## src/rtl/mul_div_unit_pkg.sv

```systemverilog
// Shared constants for the iterative multiply/divide unit:
// operation encodings, FSM state encodings and small decode helpers.
package mul_div_unit_pkg;

  typedef enum logic [1:0] {
    MD_MULT  = 2'b00,
    MD_MULTU = 2'b01,
    MD_DIV   = 2'b10,
    MD_DIVU  = 2'b11
  } md_op_e;

  typedef enum logic [1:0] {
    IDLE = 2'b00,
    RUN  = 2'b01,
    FIX  = 2'b10
  } md_state_e;

  // Divide operations have op[1] set.
  function automatic logic md_is_div(input logic [1:0] op);
    return op[1];
  endfunction

  // Signed operations have op[0] clear.
  function automatic logic md_is_signed(input logic [1:0] op);
    return ~op[0];
  endfunction

endpackage

```

## src/rtl/mul_div_unit_sign_fix.sv

```systemverilog
// sign_fix: combinational conditional two's-complement negate.
// Used both to take operand magnitudes and to apply result signs.
module sign_fix #(
  parameter int W = 32
) (
  input  logic [W-1:0] val_i,
  input  logic         neg_i,
  output logic [W-1:0] val_o
);

  assign val_o = neg_i ? ((~val_i) + W'(1)) : val_i;

endmodule

```

## src/rtl/mul_div_unit.sv

```systemverilog
// mul_div_unit: iterative MULT/MULTU/DIV/DIVU with HI/LO result.
// One shift-add (multiply) or restoring shift-subtract (divide) step per
// cycle, then a FIX cycle that applies signs and writes hi/lo.
// Optional build macro: MULDIV_EARLY_OUT_EN -- multiplies stop as soon as
// the remaining multiplier bits are all zero (minimum one step).
module mul_div_unit
  import mul_div_unit_pkg::*;
#(
  parameter int WIDTH = 32
) (
  input  logic             clock,
  input  logic             reset,
  input  logic             start,
  input  logic [1:0]       op,
  input  logic [WIDTH-1:0] inA,
  input  logic [WIDTH-1:0] inB,
  output logic             busy,
  output logic             done,
  output logic [WIDTH-1:0] hi,
  output logic [WIDTH-1:0] lo,
  output logic             div_by_zero
);

  localparam int CW = $clog2(WIDTH);
  localparam logic [CW-1:0] CNT_LAST = CW'(WIDTH - 1);

  md_state_e state_q, state_d;

  logic [CW-1:0]        cnt_q, cnt_d;
  // Multiply: running product. Divide: {remainder, quotient/dividend}.
  // Divide by zero: {raw dividend, all ones} passed straight through.
  logic [2*WIDTH-1:0]   acc_q, acc_d;
  // Multiply: shifted multiplicand magnitude. Divide: divisor magnitude.
  logic [2*WIDTH-1:0]   opa_q, opa_d;
  logic [WIDTH-1:0]     mplier_q, mplier_d;
  logic                 is_div_q, is_div_d;
  logic                 dbz_q, dbz_d;
  // Holds FIX for one extra cycle on divide by zero (two-cycle latency).
  logic                 fix_hold_q, fix_hold_d;
  logic                 neg_res_q, neg_res_d;
  logic                 neg_rem_q, neg_rem_d;
  logic [WIDTH-1:0]     hi_q, hi_d;
  logic [WIDTH-1:0]     lo_q, lo_d;
  logic                 done_q, done_d;
  logic                 div_by_zero_q, div_by_zero_d;

  logic                 op_signed;
  logic [WIDTH-1:0]     mag_a, mag_b;
  logic [2*WIDTH-1:0]   prod_fixed;
  logic [WIDTH-1:0]     quo_fixed, rem_fixed;
  logic [WIDTH:0]       div_trial, div_diff;
  logic [2*WIDTH-1:0]   div_acc_next, mul_acc_next;
  logic                 mul_last;

  assign op_signed = md_is_signed(op);

  sign_fix #(.W(WIDTH)) u_mag_a (
    .val_i (inA),
    .neg_i (op_signed & inA[WIDTH-1]),
    .val_o (mag_a)
  );

  sign_fix #(.W(WIDTH)) u_mag_b (
    .val_i (inB),
    .neg_i (op_signed & inB[WIDTH-1]),
    .val_o (mag_b)
  );

  sign_fix #(.W(2*WIDTH)) u_prod_fix (
    .val_i (acc_q),
    .neg_i (neg_res_q),
    .val_o (prod_fixed)
  );

  sign_fix #(.W(WIDTH)) u_quo_fix (
    .val_i (acc_q[WIDTH-1:0]),
    .neg_i (neg_res_q),
    .val_o (quo_fixed)
  );

  sign_fix #(.W(WIDTH)) u_rem_fix (
    .val_i (acc_q[2*WIDTH-1:WIDTH]),
    .neg_i (neg_rem_q),
    .val_o (rem_fixed)
  );

  // Restoring divide step: shift the next dividend bit into the remainder,
  // subtract the divisor if it fits (no borrow out of bit WIDTH).
  assign div_trial    = {acc_q[2*WIDTH-1:WIDTH], acc_q[WIDTH-1]};
  assign div_diff     = div_trial - {1'b0, opa_q[WIDTH-1:0]};
  assign div_acc_next = div_diff[WIDTH]
                      ? {div_trial[WIDTH-1:0], acc_q[WIDTH-2:0], 1'b0}
                      : {div_diff[WIDTH-1:0],  acc_q[WIDTH-2:0], 1'b1};

  // Shift-add multiply step on the current multiplier LSB.
  assign mul_acc_next = acc_q + (mplier_q[0] ? opa_q : '0);

`ifdef MULDIV_EARLY_OUT_EN
  assign mul_last = (cnt_q == CNT_LAST) || (mplier_q[WIDTH-1:1] == '0);
`else
  assign mul_last = (cnt_q == CNT_LAST);
`endif

  // FSM state register.
  always_ff @(posedge clock or negedge reset) begin
    if (!reset) state_q <= IDLE;
    else        state_q <= state_d;
  end

  // Next-state logic and datapath updates.
  always_comb begin
    state_d       = state_q;
    cnt_d         = cnt_q;
    acc_d         = acc_q;
    opa_d         = opa_q;
    mplier_d      = mplier_q;
    is_div_d      = is_div_q;
    dbz_d         = dbz_q;
    fix_hold_d    = fix_hold_q;
    neg_res_d     = neg_res_q;
    neg_rem_d     = neg_rem_q;
    hi_d          = hi_q;
    lo_d          = lo_q;
    done_d        = 1'b0;
    div_by_zero_d = div_by_zero_q;

    unique case (state_q)
      IDLE: begin
        if (start) begin
          is_div_d      = md_is_div(op);
          dbz_d         = md_is_div(op) && (inB == '0);
          neg_res_d     = op_signed & (inA[WIDTH-1] ^ inB[WIDTH-1]);
          neg_rem_d     = op_signed & inA[WIDTH-1];
          div_by_zero_d = 1'b0;
          cnt_d         = '0;
          fix_hold_d    = 1'b0;
          if (md_is_div(op) && (inB == '0)) begin
            acc_d      = {inA, {WIDTH{1'b1}}};
            fix_hold_d = 1'b1;
            state_d    = FIX;
          end else if (md_is_div(op)) begin
            acc_d   = {{WIDTH{1'b0}}, mag_a};
            opa_d   = {{WIDTH{1'b0}}, mag_b};
            state_d = RUN;
          end else begin
            acc_d    = '0;
            opa_d    = {{WIDTH{1'b0}}, mag_a};
            mplier_d = mag_b;
            state_d  = RUN;
          end
        end
      end

      RUN: begin
        cnt_d = cnt_q + CW'(1);
        if (is_div_q) begin
          acc_d = div_acc_next;
          if (cnt_q == CNT_LAST) state_d = FIX;
        end else begin
          acc_d    = mul_acc_next;
          opa_d    = opa_q << 1;
          mplier_d = mplier_q >> 1;
          if (mul_last) state_d = FIX;
        end
      end

      FIX: begin
        if (fix_hold_q) begin
          fix_hold_d = 1'b0;
        end else begin
          if (dbz_q) begin
            hi_d = acc_q[2*WIDTH-1:WIDTH];
            lo_d = acc_q[WIDTH-1:0];
          end else if (is_div_q) begin
            hi_d = rem_fixed;
            lo_d = quo_fixed;
          end else begin
            hi_d = prod_fixed[2*WIDTH-1:WIDTH];
            lo_d = prod_fixed[WIDTH-1:0];
          end
          done_d        = 1'b1;
          div_by_zero_d = dbz_q;
          state_d       = IDLE;
        end
      end

      default: state_d = IDLE;
    endcase
  end

  // Datapath and output registers; reset discards any in-flight result.
  always_ff @(posedge clock or negedge reset) begin
    if (!reset) begin
      cnt_q         <= '0;
      acc_q         <= '0;
      opa_q         <= '0;
      mplier_q      <= '0;
      is_div_q      <= 1'b0;
      dbz_q         <= 1'b0;
      fix_hold_q    <= 1'b0;
      neg_res_q     <= 1'b0;
      neg_rem_q     <= 1'b0;
      hi_q          <= '0;
      lo_q          <= '0;
      done_q        <= 1'b0;
      div_by_zero_q <= 1'b0;
    end else begin
      cnt_q         <= cnt_d;
      acc_q         <= acc_d;
      opa_q         <= opa_d;
      mplier_q      <= mplier_d;
      is_div_q      <= is_div_d;
      dbz_q         <= dbz_d;
      fix_hold_q    <= fix_hold_d;
      neg_res_q     <= neg_res_d;
      neg_rem_q     <= neg_rem_d;
      hi_q          <= hi_d;
      lo_q          <= lo_d;
      done_q        <= done_d;
      div_by_zero_q <= div_by_zero_d;
    end
  end

  assign busy        = (state_q != IDLE);
  assign done        = done_q;
  assign hi          = hi_q;
  assign lo          = lo_q;
  assign div_by_zero = div_by_zero_q;

endmodule

```

## config.mk

```make
export PLATFORM = sky130hd
export DESIGN_NAME = mul_div_unit
export DESIGN_NICKNAME = d
export VERILOG_FILES = /design/src/rtl/mul_div_unit_pkg.sv /design/src/rtl/mul_div_unit_sign_fix.sv /design/src/rtl/mul_div_unit.sv
export SDC_FILE = /design/constraint.sdc
export NUM_CORES = 1
export LEC_CHECK = 0
export BUFFER_PORTS_ARGS = -buffer_cell sky130_fd_sc_hd__buf_2
export CAP_MARGIN = 20
export CORE_UTILIZATION = 45
export CTS_CLUSTER_DIAMETER = 200
export DETAILED_ROUTE_END_ITERATION = 7
export GPL_ROUTABILITY_DRIVEN = 0
export PLACE_DENSITY_LB_ADDON = 0.1
export SLEW_MARGIN = 15
export SYNTH_ARGS = -nofsm -noshare
export SYNTH_HDL_FRONTEND = slang
export SYNTH_HIERARCHICAL = 1
export SYNTH_SLANG_ARGS = --single-unit
```

## constraint.sdc

```tcl
create_clock -name clock -period 10.4 [get_ports clock]
set_input_delay 1.04 -clock clock [delete_from_list [all_inputs] [get_ports clock]]
set_output_delay 1.04 -clock clock [all_outputs]
set_load 0.01 [all_outputs]
```

==> reports/summary.txt <==
status -> completed
syn avg cell area -> 7.93 um2
Final Hold Vio Count -> 0
FF/Latch Area -> 0.00596 mm2
all-layer global routing usage -> 29.8%
Hold Slack -> 368 ps
area of the multi-input gates -> 0.0161 mm2
filler cell count -> 4928
Post-CTS Hold Buffers -> 0
clock transition at the registers of the reported paths -> 60 ps
Syn Std Cell Area -> 0.0230 mm2
Via-to-Cell Ratio -> 6.20
largest family of logic cells by synthesized area -> compound AO/OA/AOI/OAI gates
dpl hpwl -> 59100 um
Iteration-0 DRC Markers -> 2012
flops & latches, synth -> 238
Via Count -> 22400
initial core utilization -> 45.7%
layout cells sized above 1 -> 10.6%
CTS root buf -> clkbuf_16
Yosys top cell area share -> 25.9%
syn_nets -> 3071
Worst Max-Slew Pin Slew -> 1080 ps
Syn. warnings -> 6
synth-to-layout area growth -> 9.20%
fin crit period -> 4400 ps
post_cts resized -> 0
Final #Nets -> 3081
largest net degree at the start of global routing -> 158
critical path data required time -> 10900 ps
static leakage -> 10.6 nW
Seq/Total Area, Yosys -> 25.9%
post-synthesis simple-gate area fraction -> 21.1%
CP endpoint kind -> flip-flop
Peak Freq -> 0.227 GHz
Rows -> 82
Synth area leader -> dfrtp_1
die height -> 228 um
CTS tree -> built
Hold Path Class -> input port to asynchronous set/reset pin
final setup violation count -> 0
Post-Route WL -> 79300 um
number of enable flip-flop cells after synthesis -> 0
main flop type after synthesis -> dfrtp_1
Async S/R FF share, synth -> 100%
relative slew slack -> 28.2%
initial antenna violation count -> 0
Synth Area in Compound Gates -> 26.1%
Cell Pwr Density -> 353 mW/mm2
synth top area cells -> dfrtp_1 (26%), xnor2_1 (8.8%), mux2i_1 (6.3%)
Worst Path Arrival -> 4890 ps
Post-route DRC -> 0
Routed Antenna Nets -> 0
worst vdd ir -> 273 uV
deepest clock path buffer count -> 3
post-synthesis mux area share -> 6.62%
RSZ-0062 raised after global routing -> false
final core utilization -> 49.9%
Port Buf Inserts -> 135
vias in the first global route -> 20700
Core ar. -> 0.0503 mm2
worst-skew pair later-pin latency -> 620 ps
H-Tree Depth -> 1
setup slack, reg-to-reg -> 6000 ps
clock skew -> 20.1 ps
count of cell types in the netlist -> 96
total global routing overflow -> 0
Pre-antenna DRT Iters -> 6
Adder-Cell Fraction of Synth Area -> 5.73%
fin crit share -> 42.3%
first-pass GRT wire length -> 123000 um
Setup Crit Path Kind -> flip-flop to flip-flop
CP startpoint kind -> flip-flop
crit-path max FO -> 64
setup bufs post-CTS -> 0
die footprint -> 0.0519 mm2
drt wl/cell -> 22.0 um
die width -> 228 um
Final Max Slew Viols -> 0
setup_tns -> 0 ps
num ports -> 136
number of CTS-inserted buffers -> 31
clk sinks -> 238
Max Cap Viol -> 0
xor/xnor share of the synthesized area -> 10.3%
Synth Instances -> 2898
==> per-stage QoR <==
step	setup WS (ps)	cell area (um2)	std cells	power, mW
floorplan	6880	23000	2898	6.09
global placement	6010	24000	3547	7.53
global route	5740	25100	3602	9.54
CTS	6010	25100	3602	8.78
finish	6000	25100	3603	8.85
detailed placement	5810	24000	3547	7.64
==> cell type report <==
type	instances	area share, %
sequential	238	23.8
antenna	1	0.00998
clock buffer	42	3.38
timing repair buffer	159	3.55
clock inverter	13	0.738
tap	672	3.35
inverter	64	0.958
multi-input combinational	2414	64.2
==> final timing paths <==
check | startpoint | endpoint | depth (start not counted)
setup / recovery | mplier_q[0]$_DFFE_PN0P_ | acc_q[62]$_DFFE_PN0P_ | 14
hold / removal | reset | lo[14]$_DFFE_PN0P_ | 1
setup reg to reg | mplier_q[0]$_DFFE_PN0P_ | acc_q[62]$_DFFE_PN0P_ | 14
hold reg to reg | hi[17]$_DFFE_PN0P_ | hi[17]$_DFFE_PN0P_ | 2
max in group asynchronous | reset | dbz_q$_DFFE_PN0P_ | 2
min in group clock | hi[17]$_DFFE_PN0P_ | hi[17]$_DFFE_PN0P_ | 2
==> registers in the layout, summed over array words and instances, names as in the netlist <==
register,cells
opa_q,64
state_q,2
cnt_q,5
dbz_q,1
lo,32
acc_q,64
fix_hold_q,1
mplier_q,32
done,1
hi,32
neg_res_q,1
neg_rem_q,1
is_div_q,1
div_by_zero,1
==> worst max-delay path, cell delays in order, from the launching register on <==
cell,delay [ps]
dfrtp_1,340
buf_4,480
and2_1,210
ha_1,200
fa_1,230
a21oi_1,110
o211ai_1,230
nand3_1,180
a21boi_1,280
a21oi_1,200
o21ai_1,510
a31oi_1,330
nor4_1,380
mux2_2,370
a32o_1,210
==> cells in the final DEF, fill, tap and decap left out, types with 40 or more instances in the layout <==
master | synthesis | layout
mux2i_1 | 144 | 144
and2_1 | 69 | 69
xnor2_1 | 230 | 230
a221oi_1 | 40 | 40
nor2_1 | 250 | 248
dfrtp_1 | 238 | 235
buf_2 | 5 | 134
a21o_1 | 44 | 44
nand2_1 | 364 | 362
ha_1 | 102 | 102
a21oi_1 | 273 | 273
o31ai_1 | 61 | 61
inv_1 | 63 | 63
nand3_1 | 47 | 47
o21ai_0 | 275 | 274
==> per-layer routing <==
metal  vias up  track usage [%]  part of all wire, %
met5         -                0                    0
met4         0             9.33                  3.2
met3       171             5.43                  8.8
met2       884             45.7                   43
met1     10800             42.2                   45
li1      10500                -                    -
==> cell usage after synthesis, types with 6 or more instances <==
library cell	number
o31ai_1	61
or4_1	6
or3_1	19
nor4_4	16
or2b_1	8
clkbuf_1	137
o41ai_1	28
o221ai_1	8
buf_4	7
inv_1	63
o211ai_1	7
a221oi_1	40
nor2b_1	14
ha_1	102
nand2_1	364
and3_1	9
nor3_1	32
a21o_1	44
xnor2_1	230
nand3b_1	6
xor2_1	38
or2_2	9
nor2_1	250
nand4_1	37
a21oi_1	273
a211oi_1	21
nand2b_1	25
and4_1	6
o21bai_1	18
o41ai_2	23
o21ai_1	10
a22o_1	19
o21a_1	11
buf_1	29
mux2i_1	144
nor4_1	27
a31oi_1	16
and2_1	69
dfrtp_1	238
o21ai_0	275
mux2_2	7
nand3_1	47
==> power by group <==
group          total, mW  internal (mW)  switching, mW
logic               5.68           2.25           3.43
registers           2.05           1.28          0.772
clock network       1.12          0.666          0.451
total               8.85           4.20           4.65
==> logic make-up after synthesis <==
| group | count (synthesis) |
|---|---|
| xor+xnor | 269 |
| mux | 151 |
| buf+inv | 246 |
| fa+ha+maj | 104 |
| flops | 238 |
| simple gates | 969 |
| compound gates | 921 |
(Power assumes the default switching activity.)
